--- src/rtl/pipe_hazard_ctrl_pkg.sv ---
// Shared types and helpers for the pipeline hazard sequencer.
// State encodings and the load-use detect function live here so the pipeline registers and the sequencer use the same definitions.
package pipe_hazard_ctrl_pkg;

    typedef enum logic {
        S_RUN     = 1'b0,
        S_MD_WAIT = 1'b1
    } state_t;

    localparam int MD_CNT_W = 6;

    // A load into $0 can never create a dependency, so it must not stall.
    function automatic logic load_use_hit(
        input logic       memread,
        input logic [4:0] rd,
        input logic [4:0] rs,
        input logic [4:0] rt,
        input logic       uses_rs,
        input logic       uses_rt
    );
        return memread && (rd != 5'd0) &&
               ((uses_rs && (rd == rs)) || (uses_rt && (rd == rt)));
    endfunction

endpackage

--- src/rtl/pipe_hazard_ctrl_md_busy_timer.sv ---
// Loadable down-counter that tracks the remaining EX occupancy of a mult/div op.
// The done flag is high whenever the count has reached zero.
module md_busy_timer
    import pipe_hazard_ctrl_pkg::*;
(
    input  logic                clk,
    input  logic                rst,
    input  logic                load,
    input  logic [MD_CNT_W-1:0] load_val,
    input  logic                en,
    output logic                done
);

    logic [MD_CNT_W-1:0] cnt_reg;

    always_ff @(posedge clk or negedge rst) begin
        if (!rst) begin
            cnt_reg <= '0;
        end else if (load) begin
            cnt_reg <= load_val;
        end else if (en && (cnt_reg != '0)) begin
            cnt_reg <= cnt_reg - 1'b1;
        end
    end

    assign done = (cnt_reg == '0);

endmodule

--- src/rtl/pipe_hazard_ctrl.sv ---
// Hazard/stall sequencer for the 5-stage pipeline: load-use stalls, redirect flushes, mult/div EX occupancy.
// Mult/div sequencing is present only when PIPE_MD_STALL_EN is defined.
module pipe_hazard_ctrl
    import pipe_hazard_ctrl_pkg::*;
#(
    parameter int MD_CYCLES = 32,
    parameter int CNT_W     = 16
) (
    input  logic             clk,
    input  logic             rst,
    input  logic [4:0]       id_rs,
    input  logic [4:0]       id_rt,
    input  logic             id_uses_rs,
    input  logic             id_uses_rt,
    input  logic             ex_memread,
    input  logic [4:0]       ex_rd,
    input  logic             ex_redirect,
    input  logic             md_start,
    output logic             pc_stall,
    output logic             ifid_stall,
    output logic             ifid_flush,
    output logic             idex_stall,
    output logic             idex_flush,
    output logic             exmem_flush,
    output logic             md_busy,
    output logic [CNT_W-1:0] stall_cnt
);

    // The md_start cycle itself is the first stall cycle, so the timer covers the rest.
    localparam logic [MD_CNT_W-1:0] MD_LOAD = MD_CNT_W'(MD_CYCLES - 2);

    state_t           state_reg;
    state_t           state_next;
    logic             load_use;
    logic [CNT_W-1:0] stall_cnt_reg;

    assign load_use = load_use_hit(ex_memread, ex_rd, id_rs, id_rt, id_uses_rs, id_uses_rt);

`ifdef PIPE_MD_STALL_EN
    logic md_load;
    logic md_done;

    md_busy_timer u_md_timer (
        .clk      (clk),
        .rst      (rst),
        .load     (md_load),
        .load_val (MD_LOAD),
        .en       (state_reg == S_MD_WAIT),
        .done     (md_done)
    );
`else
    logic md_unused;
    assign md_unused = md_start | (|MD_LOAD);
`endif

    always_ff @(posedge clk or negedge rst) begin
        if (!rst) begin
            state_reg <= S_RUN;
        end else begin
            state_reg <= state_next;
        end
    end

    always_comb begin
        state_next  = state_reg;
        pc_stall    = 1'b0;
        ifid_stall  = 1'b0;
        ifid_flush  = 1'b0;
        idex_stall  = 1'b0;
        idex_flush  = 1'b0;
        exmem_flush = 1'b0;
        md_busy     = 1'b0;
`ifdef PIPE_MD_STALL_EN
        md_load     = 1'b0;
`endif
        // Outputs are forced low for the whole time reset is held.
        if (rst) begin
            case (state_reg)
`ifdef PIPE_MD_STALL_EN
                S_MD_WAIT: begin
                    pc_stall    = 1'b1;
                    ifid_stall  = 1'b1;
                    idex_stall  = 1'b1;
                    exmem_flush = 1'b1;
                    md_busy     = 1'b1;
                    if (md_done) begin
                        state_next = S_RUN;
                    end
                end
`endif
                default: begin
                    if (ex_redirect) begin
                        ifid_flush = 1'b1;
                        idex_flush = 1'b1;
                    end
`ifdef PIPE_MD_STALL_EN
                    else if (md_start) begin
                        md_load     = 1'b1;
                        state_next  = S_MD_WAIT;
                        pc_stall    = 1'b1;
                        ifid_stall  = 1'b1;
                        idex_stall  = 1'b1;
                        exmem_flush = 1'b1;
                        md_busy     = 1'b1;
                    end
`endif
                    else if (load_use) begin
                        pc_stall   = 1'b1;
                        ifid_stall = 1'b1;
                        idex_flush = 1'b1;
                    end
                end
            endcase
        end
    end

    always_ff @(posedge clk or negedge rst) begin
        if (!rst) begin
            stall_cnt_reg <= '0;
        end else if (pc_stall && (stall_cnt_reg != '1)) begin
            stall_cnt_reg <= stall_cnt_reg + 1'b1;
        end
    end

    assign stall_cnt = stall_cnt_reg;

endmodule

--- config.mk ---
export PLATFORM = sky130hd
export DESIGN_NAME = pipe_hazard_ctrl
export DESIGN_NICKNAME = d
export VERILOG_FILES = /design/src/rtl/pipe_hazard_ctrl_pkg.sv /design/src/rtl/pipe_hazard_ctrl_md_busy_timer.sv /design/src/rtl/pipe_hazard_ctrl.sv
export SDC_FILE = /design/constraint.sdc
export NUM_CORES = 1
export LEC_CHECK = 0
export CORE_MARGIN = 2
export CORE_UTILIZATION = 41
export DETAILED_ROUTE_END_ITERATION = 6
export GPL_ROUTABILITY_DRIVEN = 0
export PLACE_DENSITY = 0.82
export SLEW_MARGIN = 0
export SYNTH_ARGS = -nofsm -noshare
export SYNTH_HDL_FRONTEND = slang
export SYNTH_SLANG_ARGS = --single-unit
--- constraint.sdc ---
create_clock -name clk -period 2.5 [get_ports clk]
set_clock_uncertainty 0.1 [all_clocks]
set_input_delay 0.5 -clock clk [delete_from_list [all_inputs] [get_ports clk]]
set_output_delay 0.5 -clock clk [all_outputs]
set_load 0.05 [all_outputs]
* Yosys cells after proc, flatten, opt, wreduce, memory -nomap -nowiden
Cells that the tools add are included.
Word-level totals: bits in registers 16, bits in latches 0, RAM bits 0, bits in read-only memories 0, input port bits 22, output and inout port bits 23, word-level logic and storage cells 19, memories kept 0
Cells by class: add/subtract/negate cells 1, multipliers 0, div/mod/pow operators 0, order comparisons 0, equality and inequality tests 3, shift-type cells 0, mux-type cells 7, bitwise operators 0, reductions and logical operators 7
Operators by type and width (number):
- 16-bit by 1-bit adder with 16-bit output, second input constant | 1
- 16-bit inequality test, second input constant | 1
- 5-bit equality test | 2
- 1-bit two-way mux | 7
- 1-bit logical AND | 5
- 5-bit nonzero test | 1
- 1-bit logical OR | 1

* Depth between registers and ports, before layout
depth after elaboration 8, depth in mapped cells 6, gate-level depth less buffers 6

* Least setup slack after synthesis
Ideal clock, no wire load.
path kind in2out, start point input ex_rd[1], end point output idex_flush, data arrival time 2200 ps, required time 1900 ps, setup slack -300 ps, cell stages on the path 6, path buffers 1, path through xnor2_1 > nand4_1 > o22ai_2 > buf_2 > o211ai_1 > a21boi_1
On the way: cells in the longest elaborated chain, start to end 7, elaborated cells on any way between the ends 11, those cells by class eq/ne: 2; mux: 3; reduce/logical: 6
Ends and longest elaborated chain:
- start: declaration | RTL line pipe_hazard_ctrl.sv:16 | input logic [4:0] ex_rd,
- 5-bit equality test | RTL line pipe_hazard_ctrl_pkg.sv:22 | ((uses_rs && (rd == rs)) || (uses_rt && (rd == rt)));
- 1-bit logical AND | RTL line pipe_hazard_ctrl_pkg.sv:22
- 1-bit logical OR | RTL line pipe_hazard_ctrl_pkg.sv:22
- 1-bit logical AND (*) | RTL line pipe_hazard_ctrl_pkg.sv:21 | return memread && (rd != 5'd0) &&
- 1-bit two-way mux (*) | RTL line pipe_hazard_ctrl.sv:107 | else if (load_use) begin
- 1-bit two-way mux (*) | RTL line pipe_hazard_ctrl.sv:92 | if (ex_redirect) begin
- 1-bit two-way mux (*) | RTL line pipe_hazard_ctrl.sv:77 | if (rst) begin
- end: declaration | RTL line pipe_hazard_ctrl.sv:23 | output logic idex_flush,
Every way passes the cells marked *; elsewhere a longest branch is shown, timed or not.

* Worst setup path after layout
start point input ex_rd[1], end point output ifid_stall
On the way: cells in the longest elaborated chain, start to end 7, elaborated cells on any way between the ends 11, those cells by class eq/ne: 2; mux: 3; reduce/logical: 6
Ends and longest elaborated chain:
- 5-bit equality test | RTL line pipe_hazard_ctrl_pkg.sv:22
- 1-bit logical AND | RTL line pipe_hazard_ctrl_pkg.sv:22
- 1-bit logical OR | RTL line pipe_hazard_ctrl_pkg.sv:22
- 1-bit logical AND (*) | RTL line pipe_hazard_ctrl_pkg.sv:21
- 1-bit two-way mux (*) | RTL line pipe_hazard_ctrl.sv:107
- 1-bit two-way mux (*) | RTL line pipe_hazard_ctrl.sv:92
- 1-bit two-way mux (*) | RTL line pipe_hazard_ctrl.sv:77
- end: declaration | RTL line pipe_hazard_ctrl.sv:20 | output logic ifid_stall,
Marked as above.

==> reports/metrics.csv <==
metric,value,unit
outcome,completed,
number of distinct library cells after synthesis,30,
Nets,176,
Total Routing Usage GR,0.1841,
ys flop type,dfrtp_1,
Max Fclk,0.4041,GHz
grt total ovfl,0,
RSZ-0062 raised after global routing,no,
"EDFF count, synth",0,
largest family of logic cells by synthesized area,simple AND/OR/NAND/NOR gates,
worst min path class,reg2reg,
Slew Limit Fails,0,
cell area after layout,1625,µm²
Worst setup SP type,primary input,
max reg flops,16,
CTS Buffer Depth,2,
Switching Fraction,0.2835,
Max rail drop VDD,0.3584,mV
Clock Tree Root,clkbuf_4,
row count,18,
WL final,2.524,mm
Final Hold Slack,421.5,ps
ys async rst share,1.000,
antenna violations before repair,0,
core area,2432,µm²
Vias,946,
largest area contributor in the netlist,dfrtp_1,
slew margin rel.,0.6600,
first-pass GRT wire length,3.843,mm
Chip Width,54.03,µm
"Core Util, Final",0.6682,
Layout area overhead,58.41,%
chip height,54.03,µm
Reg2Reg Depth,7,
"flops & latches, synth",16,
Pleak,0.7417,nW
top cell type's share of synthesized area,0.3902,
synth warn,0,
Net Sw Power,0.0001675,W
crit path from,ex_rd[1],
final setup vio count,0,
Compound-Gate Fraction of Synth Area,0.05732,
Final HPWL DP,1.922,mm
CP Class,in2out,
CTS Buf Count,3,
placed cells,178,
Remaining DRCs,0,
WL/cell,13.87,µm
RR Endpoint,stall_cnt[5],
CP max FO,2,
CTS tree,yes,
Simple-Gate Fraction of Synth Area,0.2610,
Critical Path Sink,ifid_stall,
R2R setup slack,740,ps
Mean Syn Cell Area,10.26,µm²
Starting DRT DRC Count,16,
Clock Power Share,0.293,
initial core utilization,0.4218,
H-tree lvl count,1,
TritonCTS Sinks,16,
Clock transition at path regs,90,ps
Non-Filler Instances,182,
"commonest cells after routing, fill and taps aside","xnor2_1 (23), clkdlybuf4s50_1 (23), dfrtp_1 (16)",
DR pass1 iterations,4,
post-synthesis mux area share,0.02561,
Int Pwr,0.0004232,W
drt via density,5.198,
Worst Path Required,1900,ps
main area contributors after synthesis,"dfrtp_1 (39%), xnor2_1 (20%), nand4_1 (7.3%)",
fin crit period,2474,ps
combinational share of power,0.249,
CP endpoint kind,output pin,
Reg2Reg Launch Point,stall_cnt[0],
Antenna Violating Nets Remaining,0,
Max-Cap Viols,0,
Mapped Area,1026,µm²
share of layout cells above drive strength 1,0.1974,
adder-cell share of the synthesized area,0.01220,
Pwr Density,363.4,nW/µm²
largest net degree at the start of global routing,16,
Worst Path Arrival,1870,ps
Post-DP Area,1564,µm²
vias in the first global route,917,
Cells after Synth,100,
"Clk Latency, worst-skew pair",300,ps
post-route clock period utilization,0.9898,
Diodes inserted,0,
PortBufs,40,
IO Count,45,
Final Hold Viols,0,
Seq pwr share,0.458,
Die ar.,2919,µm²
xor/xnor share of the synthesized area,0.2049,
sequential fraction of the synthesis area,0.3902,
Least-Margin Pin Slew,508.4,ps
## metrics by stage
step	setup TNS [ps]	setup slack (ps)	power, W
final	0	25.54	0.0005907
after global routing	0	6.172	0.0006125
after CTS	0	5.084	0.0005976
after detailed placement	-786.2	-222.2	0.0004252
after global placement	-676.5	-225.7	0.0004228
after floorplan	-25.96	-25.96	0.0003490
## worst max-delay path, cell delays in order
cell             delay (ps)
clkdlybuf4s15_1         180
or4_4                   560
o2111ai_4               190
and2b_2                 280
buf_12                  150
## how the worst min path moves through the flow
| stage | startpoint | to | slack, ps | depth (start not counted) |
|---|---|---|---|---|
| final | stall_cnt[15] | stall_cnt[15] | 420 | 1 |
| after global placement | stall_cnt[4] | stall_cnt[4] | 400 | 1 |
| after CTS | stall_cnt[15] | stall_cnt[15] | 420 | 1 |
| after floorplan | rst | stall_cnt[0] | 100 | 0 |
| after detailed placement | stall_cnt[15] | stall_cnt[15] | 410 | 1 |
| after global routing | stall_cnt[4] | stall_cnt[4] | 450 | 1 |
## metal layers
layer  share of wire  vias up  track usage
met3            0.12        3      0.06389
li1                -      460            -
met4           0.011        0      0.07500
met2            0.49       48       0.3232
met5               0        -            0
met1            0.38      435       0.2014
## Yosys cell counts, types with 2 or more instances
cell type  number
and2_1          2
and3_1          3
and4_1          2
buf_4           4
dfrtp_1        16
inv_1           3
nand2_1         6
nand3_1         7
nand4_1        12
nor2_1          2
xnor2_1        24
## logic make-up after synthesis
group | after synthesis
AOI/OAI and AO/OA | 5
muxes | 2
xor gates and xnor gates | 24
DFF | 16
buffers and inverters | 8
other | 1
and+or+nand+nor | 43
adders and majority gates | 1
## area by class of cell
cell class / count / area [µm²]
clock buffers: 4 / 36.28
fillers: 197 / 807.0
inverters: 3 / 11.26
multi-input cells: 78 / 599.3
flip-flops and latches: 16 / 400.4
well taps: 30 / 37.54
repair buffers: 51 / 540.5
## power groups by stage
stage,Sequential (W),Clock [W],Combinational (W)
finish,0.000271,0.000173,0.000147
global route,0.000271,0.000184,0.000157
CTS,0.000271,0.000177,0.000150
detailed placement,0.000276,0,0.000150
global placement,0.000275,0,0.000148
floorplan,0.000293,0,0.0000559
## timing repair
action | CTS | global route
buffers inserted | 0 | 0
pin swaps | 6 | 11
resized for setup | 9 | 8
endpoints found under the setup margin | 3 | 3
hold buffers | 0 | 0
(Power assumes the default switching activity.)
